<file path="src/rtl/jk_flip_flop.sv">
// JK flip-flop built three ways (SR-, D- and T-based), each with its own state register.
// Optional feature macro: JK_MISMATCH_EN adds a combinational disagreement flag.

module sr_ff #(
   parameter logic RST_VAL = 1'b0
) (
   input  logic clk,
   input  logic rst,
   input  logic s,
   input  logic r,
   output logic q
);

   // S=R=1 cannot occur from the JK excitation; hold in that case.
   always_ff @(posedge clk or posedge rst) begin
      if (rst) begin
         q <= RST_VAL;
      end else if (s && !r) begin
         q <= 1'b1;
      end else if (r && !s) begin
         q <= 1'b0;
      end
   end

endmodule

module d_ff #(
   parameter logic RST_VAL = 1'b0
) (
   input  logic clk,
   input  logic rst,
   input  logic d,
   output logic q
);

   always_ff @(posedge clk or posedge rst) begin
      if (rst) begin
         q <= RST_VAL;
      end else begin
         q <= d;
      end
   end

endmodule

module t_ff #(
   parameter logic RST_VAL = 1'b0
) (
   input  logic clk,
   input  logic rst,
   input  logic t,
   output logic q
);

   always_ff @(posedge clk or posedge rst) begin
      if (rst) begin
         q <= RST_VAL;
      end else begin
         q <= q ^ t;
      end
   end

endmodule

module jk_flip_flop #(
   parameter logic RST_VAL = 1'b0
) (
   input  logic clk,
   input  logic rst,
   input  logic J,
   input  logic K,
   output logic Q_sr,
   output logic Q_d,
`ifdef JK_MISMATCH_EN
   output logic Q_t,
   output logic mismatch
`else
   output logic Q_t
`endif
);

   logic s;
   logic r;
   logic d;
   logic t;

   // Each path derives its excitation only from its own register.
   assign s = J & ~Q_sr;
   assign r = K & Q_sr;
   assign d = (J & ~Q_d) | (~K & Q_d);
   assign t = (J & ~Q_t) | (K & Q_t);

   sr_ff #(.RST_VAL(RST_VAL)) u_sr (
      .clk (clk),
      .rst (rst),
      .s   (s),
      .r   (r),
      .q   (Q_sr)
   );

   d_ff #(.RST_VAL(RST_VAL)) u_d (
      .clk (clk),
      .rst (rst),
      .d   (d),
      .q   (Q_d)
   );

   t_ff #(.RST_VAL(RST_VAL)) u_t (
      .clk (clk),
      .rst (rst),
      .t   (t),
      .q   (Q_t)
   );

`ifdef JK_MISMATCH_EN
   assign mismatch = ~((Q_sr == Q_d) & (Q_d == Q_t));
`endif

endmodule

</file>
<file path="config.mk">
export PLATFORM = sky130hd
export DESIGN_NAME = jk_flip_flop
export DESIGN_NICKNAME = d
export VERILOG_FILES = /design/src/rtl/jk_flip_flop.sv
export SDC_FILE = /design/constraint.sdc
export NUM_CORES = 1
export LEC_CHECK = 0
export ABC_AREA = 1
export BUFFER_PORTS_ARGS = -buffer_cell sky130_fd_sc_hd__buf_2
export CAP_MARGIN = 20
export CORE_AREA = 2 2 39 41
export CTS_CLUSTER_DIAMETER = 60
export CTS_CLUSTER_SIZE = 30
export DETAILED_ROUTE_END_ITERATION = 7
export DIE_AREA = 0 0 41 43
export GPL_TIMING_DRIVEN = 0
export PLACE_DENSITY = 0.34
export SKIP_CTS_REPAIR_TIMING = 1
export SLEW_MARGIN = 20
export SYNTH_ARGS = -nofsm -noshare
export SYNTH_HDL_FRONTEND = slang
export SYNTH_SLANG_ARGS = --single-unit
</file>
<file path="constraint.sdc">
create_clock -name clk -period 0.8 [get_ports clk]
set_clock_uncertainty 0.2 [all_clocks]
set_input_delay 0.16 -clock clk [delete_from_list [all_inputs] [get_ports clk]]
set_output_delay 0.16 -clock clk [all_outputs]
set_load 0.05 [all_outputs]
</file>
==> out/results.ini, run 1 <==
[timing]
hold_viol=3
finalSetupTns_ns=-1.38
min_period_ns=1.16
fmax_ghz=0.861
rsz0062_at_grt=yes
slew_violations=0
whs_ns=-0.0274
relSlewSlack=0.919
finalSetupViolCount=6
worst_slack_ns=-0.361
worst_slew_pin_slew_ns=0.122
fin_crit_sh=1.45

[yosys]
avgSynthCellArea_um2=7.51
synthesis.area_um2=128
synthXorXnorAreaFrac=0
synth_compound_area_frac=0
ys_types=4
synth-seq-cells=3
synth_top_family_by_area=simple AND/OR/NAND/NOR gates
synthSimpleGateAreaFrac=0.265
ys_seq_area_frac=0.588
synth_nets=21
synthAdderAreaFrac=0
synthMuxAreaShare=0
yosys_warnings=0
syn_inst=17

[worst_setup_path]
path_class=register to output port
crit_buf_inv=1
arrival_ns=0.80
required_ns=0.44
critPathLaunchType=register
cp_slowest_stage_delay_ns=0.41
cp_cell_sequence=buf_6
critPathTopFamily=flip-flops
crit_path_end_kind=output port
cp_slowest_cell=dfrtp_2
path_max_fanout=3

[worst_hold_path]
hold_class=input pin to register

[route]
wl_per_cell_um=7.39
ant_nets=0
wirelength_um=340
dr_total_vias=139
first_pass_iters=2
dr.first_iter.drc_count=3
viasPerCell=3.02
drc=0

[grt]
grt_use_total=0.0562
grt_start_max_net_pins=4
grt.overflow.total=0
antenna_found_initial=0
grt_pass1_vias=97
grt_pass1_wl_um=483

[status]
violations=negative hold slack, negative setup slack
status=finished, violations left

[clock_tree]
cts_buffers=3
cts_buffer_depth=2
clk_latency_ns=0.23
cts-root-buf=clkbuf_4
cts_tree=yes
clk_pin_slew_ns=0.04
clock_sinks=3
htreeDepth=1

[placement]
dp_cells=39
place_congestion=0.595
io_buffers=6
dp_hpwl_um=237

[floorplan]
die_h_um=43
die_area_um2=1760
initial_core_util=0.0922
core-area_um2=1380
fp.dieW_um=41
io_pins=7
rows=14

[pwr]
power_density_nw_per_um2=2590
power.total_uw=710
ir_drop_mv=0.670
leakagePower_nw=0.146

[finish]
num-nets-final=35
synthToLayoutAreaGrowth_pct=115
stdcell_count=46
diodes=0
drive_gt1_frac=0.667

[run]
cap_violations=0

worst reg2reg max path: stages, from the launching register on:
cell and delay, ns:
dfrtp_2 0.41, buf_6 0.12, nand2_2 0.05, nand2_1 0.04
layout make-up:
| cell class | count | area (µm²) |
|---|---|---|
| repair buffers | 9 | 88.8 |
| flip-flops and latches | 3 | 78.8 |
| inverters | 5 | 18.8 |
| fillers | 161 | 1110 |
| well taps | 16 | 20.0 |
| multi-input cells | 9 | 41.3 |
| clock buffers | 4 | 26.3 |
cells in the mapped netlist:
cell     count  area share
inv_2        1       0.029
inv_1        4        0.12
dfrtp_1      3        0.59
nand2_1      9        0.26
registers in the layout, summed over array words and instances (netlist names):
name,count
u_d.q,1
u_sr.q,1
u_t.q,1
metal layers:
metal | track usage | vias to the layer above | routed length (µm)
li1 | - | 73 | -
met1 | 0.0643 | 59 | 157
met2 | 0.0281 | 7 | 138
met3 | 0.0785 | 0 | 44
met4 | 0.0800 | 0 | 0
met5 | 0 | - | 0
logic make-up (layout without fill, tap and decap cells):
kind of cell | after synthesis | after routing
buf+inv | 5 | 18
flops | 3 | 3
simple gates | 9 | 9
worst paths after layout:
check	from	end	slack, ns	cells after the start
min in group asynchronous	rst	u_sr.q$_DFFE_PP0P_	0.13	3
max in group asynchronous	rst	u_d.q$_DFF_PP0_	0.12	3
max	u_t.q$_DFF_PP0_	Q_t	-0.36	1
min reg2reg	u_t.q$_DFF_PP0_	u_t.q$_DFF_PP0_	0.33	2
max reg2reg	u_d.q$_DFF_PP0_	u_d.q$_DFF_PP0_	-0.14	3
min	J	u_sr.q$_DFFE_PP0P_	-0.03	3
report_power, final:
part,leakage (nW),switching [mW],total [mW],internal (mW)
clock,0.0150,0.0803,0.267,0.187
sequential,0.0327,0.0225,0.202,0.180
combinational,0.0982,0.133,0.240,0.108
cells in the final DEF (no fill, tap or decap):
cell,netlist,routed
clkbuf_4,0,3
nand2_1,9,6
buf_6,0,3
dlygate4sd3_1,0,1
buf_2,0,3
dfrtp_2,0,3
inv_2,1,3
clkbuf_1,0,1
nand2_2,0,3
inv_1,4,2
buf_8,0,2
metrics by stage:
stage          worst slack, ns  utilization  cell area [µm²]
5_1_grt                 -0.399        0.198              274
3_3_place_gp            -0.175        0.131              181
6_report                -0.361        0.198              274
2_1_floorplan           -0.175            -              131
4_1_cts                 -0.433        0.150              208
3_5_place_dp            -0.172        0.131              181
Note: power is estimated with default switching activity, not from simulation.
==> run 2: changes to the inputs <==
PLACE_DENSITY = 0.33   (was 0.34)
clock period = 1.32 ns   (was 0.8 ns; I/O delays follow)
==> out/results.ini, run 2 (synthesized netlist as in run 1, its figures left out) <==
[finish]
seq_area_um2=75.1  ; -4.8%
synthToLayoutAreaGrowth_pct=76.5
fillers=169  ; +5.0%
drive_gt1_frac=0.357  ; -0.310
stdcell_count=44  ; -4.3%
multi_input_area_um2=33.8  ; -18%
num-nets-final=33  ; -5.7%
diodes=0  ; unchanged
top_regs=u_d.q: 1 flops, u_sr.q: 1 flops, u_t.q: 1 flops
final_area_um2=225  ; -18%
final_cell_mix=nand2_1 (9), inv_1 (4), clkbuf_4 (3), buf_2 (3), dfrtp_1 (3)
final_common_cell=nand2_1

[clock_tree]
clock_sinks=3  ; unchanged
clk_pin_slew_ns=0.04  ; about the same
cts_buffer_depth=2  ; unchanged
clk_latency_ns=0.24  ; about the same
cts_tree=yes
cts_buffers=3  ; unchanged
cts-root-buf=clkbuf_4
htreeDepth=1  ; unchanged

[placement]
place_congestion=0.495  ; -17%
place_ws_ns=0.227  ; +0.400 ns
dpl_cell_area_um2=178  ; -2.1%
dp_cells=39  ; unchanged
dp_hpwl_um=257  ; +8.4%
io_buffers=6  ; unchanged

[grt]
grt_pass1_wl_um=572  ; +18%
grt_use_total=0.0633  ; +0.00703
grt_pass1_vias=145  ; +49%
grt.overflow.total=0  ; unchanged
antenna_found_initial=0  ; unchanged
grt_start_max_net_pins=4  ; unchanged

[timing]
finalSetupTns_ns=0  ; +1.38 ns
rsz0062_at_grt=no
fin_crit_sh=0.975
finalSetupViolCount=0  ; -6
worst_slack_ns=0.0327  ; +0.394 ns
min_period_ns=1.29
relSlewSlack=0.902  ; -0.0167
slew_violations=0  ; unchanged
worst_slew_pin_slew_ns=0.148  ; +0.0264 ns
whs_ns=0.0645  ; +0.0919 ns
fmax_ghz=0.777
hold_viol=0  ; -3

[route]
wl_per_cell_um=7.50  ; +1.5%
wirelength_um=330  ; -2.9%
ant_nets=0  ; unchanged
viasPerCell=2.95  ; -2.2%
dr.first_iter.drc_count=3  ; unchanged
dr_total_vias=130  ; -6.5%
first_pass_iters=2  ; unchanged
drc=0  ; unchanged

[floorplan]
die_h_um=43  ; unchanged
rows=14  ; unchanged
fp.dieW_um=41  ; unchanged
die_area_um2=1760  ; unchanged
initial_core_util=0.0922  ; unchanged
io_pins=7  ; unchanged
core-area_um2=1380  ; unchanged

[run]
cap_violations=0  ; unchanged

[worst_setup_path]
crit_buf_inv=1  ; unchanged
required_ns=0.86  ; +0.42 ns
cp_slowest_stage_delay_ns=0.39  ; -0.02 ns
critPathLaunchType=register
crit_path_end_kind=output port
cp_slowest_cell=dfrtp_1
path_class=register to output port
critPathTopFamily=flip-flops
path_max_fanout=3  ; unchanged
arrival_ns=0.82  ; +0.02 ns
cp_cell_sequence=buf_4

[pwr]
power_density_nw_per_um2=1710  ; -34%
ir_drop_mv=0.215  ; -68%
leakagePower_nw=0.133  ; -9.0%

[status]
status=finished clean

[worst_hold_path]
hold_class=input pin to register

run 2: layout make-up:
cell class              instances  share of cell area
inverters                       5              0.0833
multi-input cells               9               0.150
repair buffers                  7               0.228
well taps                      16              0.0889
clock buffers                   4               0.117
flip-flops and latches          3               0.333
run 2: worst paths after layout:
path | slack, ns | from | to | cells after the start
max reg2reg | 0.49 | u_sr.q$_DFFE_PP0P_ | u_sr.q$_DFFE_PP0P_ | 3
max in group asynchronous | 0.54 | rst | u_d.q$_DFF_PP0_ | 3
min reg2reg | 0.30 | u_d.q$_DFF_PP0_ | u_d.q$_DFF_PP0_ | 2
min in group asynchronous | 0.24 | rst | u_t.q$_DFF_PP0_ | 3
min | 0.06 | J | u_sr.q$_DFFE_PP0P_ | 3
max | 0.03 | u_t.q$_DFF_PP0_ | Q_t | 1
run 2: where the power goes:
part           switching, mW  internal, mW
combinational         0.0703        0.0337
clock                 0.0497         0.113
sequential            0.0113         0.106
run 2: tightest hold or removal path: stages:
cell and delay [ns]:
buf_2 0.10, nand2_1 0.05, nand2_1 0.05
run 2: stage by stage:
| step | total power, mW | util |
|---|---|---|
| after CTS | 0.383 | 0.147 |
| after floorplan | 0.184 | - |
| after detailed placement | 0.210 | 0.128 |
| final | 0.385 | 0.163 |
| after global routing | 0.423 | 0.163 |
| after global placement | 0.208 | 0.128 |
run 2: metal layers:
| layer | GRT usage | vias up | routed length (µm) |
|---|---|---|---|
| li1 | - | 67 | - |
| met1 | 0.0450 | 56 | 130 |
| met2 | 0.0688 | 7 | 153 |
| met3 | 0.0628 | 0 | 47 |
| met4 | 0.100 | 0 | 0 |
| met5 | 0 | - | 0 |
==> run 3: changes to the inputs <==
ABC_AREA = not set   (was 1)
CORE_AREA = 3 3 40 42   (was 2 2 39 41)
DIE_AREA = 0 0 43 45   (was 0 0 41 43)
PLACE_DENSITY = 0.31   (was 0.33)
==> out/results.ini, run 3 <==
[floorplan]
die_h_um=45  ; +4.7%
core-area_um2=1280  ; -7.1%
fp.dieW_um=43  ; +4.9%
rows=13  ; -1
initial_core_util=0.0818  ; -0.0104
die_area_um2=1940  ; +9.8%
io_pins=7  ; unchanged

[timing]
finalSetupViolCount=0  ; unchanged
hold_viol=0  ; unchanged
worst_slew_pin_slew_ns=0.148  ; -0.000264 ns
min_period_ns=1.27  ; -0.0189 ns
slew_violations=0  ; unchanged
fin_crit_sh=0.961  ; -0.0143
fmax_ghz=0.788  ; +1.5%
whs_ns=0.0420  ; -0.0224 ns
relSlewSlack=0.902  ; about the same
rsz0062_at_grt=no
worst_slack_ns=0.0515  ; +0.0189 ns
finalSetupTns_ns=0  ; unchanged

[grt]
grt_start_max_net_pins=4  ; unchanged
grt_pass1_wl_um=462  ; -19%
grt.overflow.total=0  ; unchanged
grt_pass1_vias=117  ; -19%
antenna_found_initial=0  ; unchanged
grt_use_total=0.0392  ; -0.0240

[worst_setup_path]
critPathLaunch=u_t.q$_DFF_PP0_
crit_buf_inv=1  ; unchanged
critPathTopFamily=flip-flops
cp_cell_sequence=buf_4
r2r-start=u_sr.q$_DFFE_PP0P_
cp.depth=1  ; unchanged
critPathLaunchType=register
crit_path_end_kind=output port
arrival_ns=0.80  ; -0.02 ns
cp_slowest_cell=dfrtp_1
required_ns=0.86  ; about the same
path_class=register to output port
cp_slowest_stage_delay_ns=0.38  ; about the same
crit_end=Q_t
r2r_cells=2  ; -1
r2r_end=u_sr.q$_DFFE_PP0P_
path_max_fanout=3  ; unchanged
reg2reg_slack_ns=0.47  ; -0.02 ns

[yosys]
synth-seq-cells=3  ; unchanged
yosys_warnings=0  ; unchanged
ys_async_sr_fraction=1.00  ; unchanged
ys_types=4  ; unchanged
avgSynthCellArea_um2=10.5  ; +40%
synth_area_leaders=dfrtp_1 (71%), a21oi_1 (14%), nor2_1 (11%), inv_1 (3.6%)
synth_nets=14  ; -33%
synth_top_cells_by_count=a21oi_1 (3), dfrtp_1 (3), nor2_1 (3), inv_1 (1)
syn_inst=10  ; -7
yosysTopAreaCell=dfrtp_1
synth_edf_count=0  ; unchanged
synthFlopType=dfrtp_1
synthesis.area_um2=105  ; -18%
netlist.area_leader.share=0.714  ; +0.126
ys_seq_area_frac=0.714  ; +0.126

[clock_tree]
cts_buffers=3  ; unchanged
clock_sinks=3  ; unchanged
clk_latency_ns=0.23  ; about the same
cts_buffer_depth=2  ; unchanged
htreeDepth=1  ; unchanged
cts-root-buf=clkbuf_4
cts_tree=yes
clk_pin_slew_ns=0.04  ; about the same

[finish]
synthToLayoutAreaGrowth_pct=88.1
drive_gt1_frac=0.429  ; +0.0714
fillers=146  ; -14%
top_regs=u_d.q: 1 flops, u_sr.q: 1 flops, u_t.q: 1 flops
multi_input_area_um2=26.3  ; -22%
num-nets-final=26  ; -21%
stdcell_count=36  ; -18%
seq_area_um2=75.1  ; unchanged
fin_util=0.154  ; -0.00890
diodes=0  ; unchanged

[route]
first_pass_iters=1  ; -1
ant_nets=0  ; unchanged
dr_total_vias=98  ; -25%
wl_per_cell_um=7.22  ; -3.7%
drc=0  ; unchanged
dr.first_iter.drc_count=0  ; -3
viasPerCell=2.72  ; -7.9%
wirelength_um=260  ; -21%

[placement]
place_congestion=0.702  ; +42%
dp_cells=31  ; -21%
io_buffers=6  ; unchanged
place_ws_ns=0.244  ; +0.0164 ns

[pwr]
ir_drop_mv=0.190  ; -12%
leakagePower_nw=0.0945  ; -29%
power_density_nw_per_um2=1860  ; +8.7%

[worst_hold_path]
hold_class=input pin to register

[run]
cap_violations=0  ; unchanged

[status]
status=finished clean

-- run 3: changes by cell type after synthesis --
cell and delta:
nand2_1 -9, a21oi_1 +3, inv_2 -1, nor2_1 +3, inv_1 -3
-- run 3: cells by family after synthesis --
family          after synthesis  share of synthesized area
compound gates                3                      0.143
buf+inv                       1                     0.0357
flops                         3                      0.714
simple gates                  3                      0.107
-- run 3: how the worst min path moves through the flow --
stage,depth (start not counted),to,start
2_1_floorplan,1,u_d.q$_DFF_PP0_,rst
3_3_place_gp,2,u_sr.q$_DFFE_PP0P_,rst
3_5_place_dp,2,u_sr.q$_DFFE_PP0P_,rst
4_1_cts,2,u_sr.q$_DFFE_PP0P_,rst
5_1_grt,2,u_t.q$_DFF_PP0_,K
6_report,2,u_d.q$_DFF_PP0_,K
-- run 3: power by group --
part	switching, mW	total, mW	internal (mW)
Sequential	0.00918	0.115	0.106
Clock	0.0448	0.158	0.113
Combinational	0.0651	0.0936	0.0285
Total	0.119	0.367	0.248
-- run 3: worst reg2reg max path, stage by stage (launching register included) --
cell	delay, ns
dfrtp_1	0.38
nor2_1	0.11
a21oi_1	0.05
-- run 3: area by class of cell --
class / count / area share
clock buffer: 4 / 0.133
inverter: 1 / 0.0190
multi-input combinational: 6 / 0.133
sequential: 3 / 0.380
tap: 15 / 0.0949
timing repair buffer: 7 / 0.241
-- run 3: metrics by stage --
step	power (mW)	cell area [µm²]
finish	0.367	198
global route	0.399	198
CTS	0.370	180
detailed placement	0.201	154
global placement	0.200	154
floorplan	0.177	105
-- run 3: routing by layer --
layer,part of all wire,vias to the layer above,track usage
met3,0.22,0,0.0438
li1,-,53,-
met4,0,0,0.0542
met5,0,-,0
met1,0.41,38,0.0340
met2,0.37,7,0.0389
